--- src/rtl/alu_secuencial.sv ---
// alu_secuencial: registered ALU with a multi-cycle shift-add multiply.
//
// Executes one operation per start request. Single-cycle ops register their
// result one edge after start; the multiply iterates once per clock for WIDTH
// clocks with busy high, then registers its result. valid pulses for one cycle
// whenever alu_result and the flags are updated.
//
// Ports:
//   clk          in   system clock, rising edge
//   rst_n        in   asynchronous active-low reset
//   start        in   operation request, accepted only while busy=0
//   alu_control  in   3-bit operation code, sampled with start
//   src_a        in   WIDTH-bit operand A, sampled with start
//   src_b        in   WIDTH-bit operand B, sampled with start
//   busy         out  high while a multiply is in progress
//   valid        out  one-cycle pulse when result/flags are updated
//   alu_result   out  registered WIDTH-bit result
//   flag_zero    out  alu_result == 0
//   flag_carry   out  adder carry-out (add/sub only)
//   flag_ovf     out  signed overflow (add/sub only)
module alu_secuencial #(
  parameter int WIDTH  = 64,
  parameter bit MUL_EN = 1'b1
) (
  input  logic             clk,
  input  logic             rst_n,
  input  logic             start,
  input  logic [2:0]       alu_control,
  input  logic [WIDTH-1:0] src_a,
  input  logic [WIDTH-1:0] src_b,
  output logic             busy,
  output logic             valid,
  output logic [WIDTH-1:0] alu_result,
  output logic             flag_zero,
  output logic             flag_carry,
  output logic             flag_ovf
);

  localparam int CNT_W = $clog2(WIDTH) + 1;
  localparam logic [CNT_W-1:0] LAST = CNT_W'(WIDTH - 1);

  typedef enum logic {IDLE, MUL} state_t;

  state_t           state, state_next;
  logic [CNT_W-1:0] counter;
  logic [WIDTH-1:0] a_sh, b_sh, acc;
  logic [WIDTH-1:0] mul_step;

  logic             accept, mul_go, mul_done;
  logic [WIDTH-1:0] b_in;
  logic [WIDTH:0]   sum;
  logic             is_sub;
  logic signed [WIDTH-1:0] a_s, b_s;
  logic [WIDTH-1:0] op_result;
  logic             op_carry, op_ovf;

  assign busy     = (state == MUL);
  assign accept   = (state == IDLE) && start;
  assign mul_go   = accept && (alu_control == 3'b111) && MUL_EN;
  assign mul_done = (state == MUL) && (counter == LAST);

  // Accumulator value including the current iteration; on the final edge this
  // is the product written to alu_result.
  assign mul_step = acc + (b_sh[0] ? a_sh : '0);

  // Single-cycle operation datapath. Subtraction reuses the adder with an
  // inverted B and carry-in, so the carry flag means "no borrow".
  always_comb begin
    is_sub     = (alu_control == 3'b001);
    b_in       = is_sub ? ~src_b : src_b;
    sum        = {1'b0, src_a} + {1'b0, b_in} + {{WIDTH{1'b0}}, is_sub};
    a_s        = src_a;
    b_s        = src_b;
    op_result  = '0;
    op_carry   = 1'b0;
    op_ovf     = 1'b0;
    case (alu_control)
      3'b000, 3'b001: begin
        op_result = sum[WIDTH-1:0];
        op_carry  = sum[WIDTH];
        op_ovf    = (src_a[WIDTH-1] == b_in[WIDTH-1]) &&
                    (sum[WIDTH-1] != src_a[WIDTH-1]);
      end
      3'b010:  op_result = src_a & src_b;
      3'b011:  op_result = src_a | src_b;
      3'b100:  op_result = {{(WIDTH-1){1'b0}}, (a_s < b_s)};
      3'b101:  op_result = {{(WIDTH-1){1'b0}}, (src_a == src_b)};
      3'b110:  op_result = {{(WIDTH-1){1'b0}}, (src_a != src_b)};
      default: op_result = '0;  // multiply disabled: single-cycle zero
    endcase
  end

  always_comb begin
    state_next = state;
    case (state)
      IDLE:    if (mul_go) state_next = MUL;
      MUL:     if (mul_done) state_next = IDLE;
      default: state_next = IDLE;
    endcase
  end

  always_ff @(posedge clk or negedge rst_n) begin
    if (!rst_n) begin
      state      <= IDLE;
      counter    <= '0;
      valid      <= 1'b0;
      alu_result <= '0;
      flag_zero  <= 1'b0;
      flag_carry <= 1'b0;
      flag_ovf   <= 1'b0;
    end else begin
      state <= state_next;
      valid <= 1'b0;
      if (mul_go) begin
        counter <= '0;
      end else if (accept) begin
        alu_result <= op_result;
        flag_zero  <= (op_result == '0);
        flag_carry <= op_carry;
        flag_ovf   <= op_ovf;
        valid      <= 1'b1;
      end else if (state == MUL) begin
        counter <= counter + CNT_W'(1);
        if (mul_done) begin
          alu_result <= mul_step;
          flag_zero  <= (mul_step == '0);
          flag_carry <= 1'b0;
          flag_ovf   <= 1'b0;
          valid      <= 1'b1;
        end
      end
    end
  end

  // Shift-add operand registers: pure datapath, loaded on the accepting edge.
  always_ff @(posedge clk) begin
    if (mul_go) begin
      a_sh <= src_a;
      b_sh <= src_b;
      acc  <= '0;
    end else if (state == MUL) begin
      a_sh <= a_sh << 1;
      b_sh <= b_sh >> 1;
      acc  <= mul_step;
    end
  end

endmodule
--- config.mk ---
export PLATFORM = sky130hd
export DESIGN_NAME = alu_secuencial
export DESIGN_NICKNAME = d
export VERILOG_FILES = /design/src/rtl/alu_secuencial.sv
export SDC_FILE = /design/constraint.sdc
export NUM_CORES = 1
export LEC_CHECK = 0
export CELL_PAD_IN_SITES_DETAIL_PLACEMENT = 1
export CELL_PAD_IN_SITES_GLOBAL_PLACEMENT = 1
export CORE_MARGIN = 1.5
export CORE_UTILIZATION = 50
export CTS_BUF_LIST = sky130_fd_sc_hd__clkbuf_4 sky130_fd_sc_hd__clkbuf_8
export DETAILED_ROUTE_END_ITERATION = 12
export GPL_ROUTABILITY_DRIVEN = 0
export PLACE_DENSITY = 0.93
export SYNTH_ARGS = -nofsm -noshare
export SYNTH_HDL_FRONTEND = slang
export SYNTH_SLANG_ARGS = --single-unit
--- constraint.sdc ---
create_clock -name clk -period 10.7 [get_ports clk]
set_clock_uncertainty 0.1 [all_clocks]
set_input_delay 2.675 -clock clk [delete_from_list [all_inputs] [get_ports clk]]
set_output_delay 2.675 -clock clk [all_outputs]
set_load 0.01 [all_outputs]
==> results.toml <==
[global_routing]
grt_max_degree = 265
antenna_found_initial = 10
grt-ovfl-total = 0
grt_first_pass_wirelength_um = 163000
grt_pass1_vias = 26800
gr-usage-all-layers_pct = 42.0

[setup_path]
crit_family = "simple AND/OR/NAND/NOR gates"
cp_slowest_cell = "or2_2"
max_stage_delay_ns = 0.64
crit_arrival_ns = 9.63
path_class = "input port to flip-flop"
crit_path_end_kind = "flip-flop"
cp_max_fo = 33
crit_path_cell_trace = "clkdlybuf4s50_1 > buf_4 > or2_2 > nor2_4 > buf_4 > xnor2_1 > ha_1 > nand4_1 > nor4_1 > nor2b_1 > a221o_1 > or2_1 > a21oi_1 > o21ai_0 > xnor2_1 > o22ai_1 > nor4_1 > nand4_1 > or4_1 > o31ai_1"
start_kind = "input port"
cp.required_ns = 11.18
path_buf_inv = 3

[clocking]
ctsHoldBuffers = 0
htree_levels = 2
cts-root-buf = "clkbuf_8"
cts_setup_buffers = 0
cts_buffer_depth = 3
cts_resized = 0
clk_pin_slew_ns = 0.06
cts_made_buffers = 50
cts_tree = "yes"
clock_sinks = 268
clk_latency_ns = 0.71

[timing]
period_minus_slack_ns = 9.15
period_share_pct = 85.5
finalSetupTns_ns = 0
rsz0062_at_grt = "false"
tightest_slew_ns = 1.15
final-setup-viol-count = 0
fmaxAchievable_mhz = 109
slew_violations = 0
worst_slack_ns = 1.55
hold_viol = 0
worst_slew_margin_rel_pct = 22.7
whs_ns = 0.378

[power]
power_uw = 7910
vdd_drop_max_v = 0.000166
leakage_uw = 0.0124
power_density_mw_per_mm2 = 284

[floorplan]
fp.dieH_um = 224
floorplan.rows = 80
fp.dieArea_mm2 = 0.0502
ios = 203
coreArea_mm2 = 0.0479
start_util_pct = 50.9
dieWidth_um = 224

[finish]
mostFrequentLayoutCell = "nand2_1"
final_layout_size_suffix_gt1_share_pct = 4.88
synthToLayoutAreaGrowth_pct = 14.2
num-nets-final = 3562
final_cell_mix = "380 x nand2_1, 334 x ha_1, 302 x o21ai_0, 233 x a21oi_1, 200 x clkdlybuf4s50_1"
post-route-util_pct = 58.2

[drt]
drtPass1Iterations = 8
drc = 0
finalWirelength_um = 108000
antenna_left = 0
vias = 26300
wl_per_cell_um = 28.8
viasPerCell = 7.02
drt_iter0_drc = 3465

[synthesis]
ys_ff_latch = 268
syn_inst = 2967
async_flop_share_pct = 28.4
synth_area_mm2 = 0.0244
synth_area_per_cell_um2 = 8.23
ys_types = 98
synth_edf_count = 128
yosysSeqAreaShare_pct = 28.8
syn_nets = 3437
synth_flop_cell = "edfxtp_1"
yosysWarnings = 0

[run_status]
status = "finished clean"

[hold_path]
hold_class = "flip-flop to flip-flop"

[place]
port_buffers = 202
dp_hpwl_um = 76700
preCtsSetupSlack_ns = 1.27

[flow_run]
max_cap_viol_count = 0
==> per-layer routing <==
metal	GRT usage [%]	vias to the layer above	share of wire [%]
li1	-	11000	-
met1	53.3	12700	38
met2	64.3	2062	43
met3	12.2	596	13
met4	23.0	10	6.5
met5	0	-	0.058
==> kinds of logic after synthesis <==
kind of cell	after synthesis	share of synthesized area [%]
AOI/OAI and AO/OA	967	25.2
xor gates and xnor gates	168	6.03
buffers and inverters	341	5.38
DFF	268	28.8
adders and majority gates	336	17.3
and+or+nand+nor	880	17.0
muxes	7	0.287
==> where the power goes <==
part / switching (uW) / leakage [uW] / total, uW / internal (uW)
combinational: 3040 / 0.00900 / 4660 / 1620
sequential: 373 / 0.00281 / 2120 / 1740
clock: 535 / 0.000567 / 1140 / 603
==> worst reg2reg max path: stages (launching register included) <==
cell	delay (ns)
edfxtp_1	0.35
buf_4	0.48
and2_1	0.27
ha_1	0.24
o21ai_0	0.16
o211ai_1	0.49
a31oi_2	0.30
a211oi_1	0.60
a21oi_1	0.32
a21oi_1	0.62
a311o_1	0.36
a31oi_1	0.18
o21ai_0	0.25
xor2_1	0.41
nor2_1	0.12
a31oi_1	0.40
o31ai_1	0.15
==> flip-flops by register name (all words and copies together) (netlist names) <==
name,cells
acc,64
flag_carry,1
counter,7
flag_zero,1
a_sh,64
alu_result,64
b_sh,64
flag_ovf,1
busy,1
valid,1
==> synthesized netlist by cell type, drive strengths merged, types with 8 or more instances <==
master	count	share of area (%)
dfrtp	76	7.8
xor2	42	1.5
o31ai	17	0.52
xnor2	126	4.5
nand2b	12	0.31
a31oi	25	0.69
buf	12	0.32
a21oi	239	5.0
a221o	12	0.49
dfxtp	64	5.2
o21ai	314	6.4
nor2	155	2.4
o21a	25	0.77
o221ai	9	0.32
a211oi	22	0.72
o21bai	30	0.92
a22o	48	1.7
nand2	380	5.8
nor3	47	0.98
or2	8	0.20
nand3	41	0.84
ha	334	17
edfxtp	128	16
nor2b	21	0.54
a2111oi	8	0.42
a221oi	9	0.32
nor4	29	0.77
a21o	66	2.0
or3	13	0.33
inv	190	2.9
and3	17	0.44
nand4	51	1.3
a22oi	36	1.1
clkbuf	138	2.1
o22ai	20	0.51
and2	73	1.9
o211ai	18	0.57
==> layout make-up <==
| class | count | area [um^2] |
|---|---|---|
| clock buffers | 70 | 876 |
| multi-input cells | 2358 | 16100 |
| fillers | 5707 | 20100 |
| repair buffers | 223 | 2180 |
| well taps | 615 | 769 |
| diodes | 1 | 2.50 |
| clock inverters | 23 | 188 |
| flip-flops and latches | 268 | 7030 |
| inverters | 191 | 719 |
==> metrics by stage <==
stage | instance area [um^2] | instances
6_report | 27900 | 3749
5_1_grt | 27900 | 3748
4_1_cts | 27900 | 3748
3_5_place_dp | 26800 | 3655
3_3_place_gp | 26800 | 3655
2_1_floorplan | 24400 | 2967
==> final timing paths <==
| check | from | end | slack [ns] | depth (start not counted) |
|---|---|---|---|---|
| setup reg to reg | b_sh[0] | flag_zero | 4.75 | 16 |
| max in group asynchronous | rst_n | busy | 7.43 | 2 |
| hold / removal | alu_result[29] | alu_result[29] | 0.38 | 2 |
| hold reg to reg | alu_result[29] | alu_result[29] | 0.38 | 2 |
| setup / recovery | alu_control[2] | flag_zero | 1.55 | 20 |
| min in group asynchronous | rst_n | alu_result[59] | 1.72 | 1 |
(Power assumes the default switching activity.)
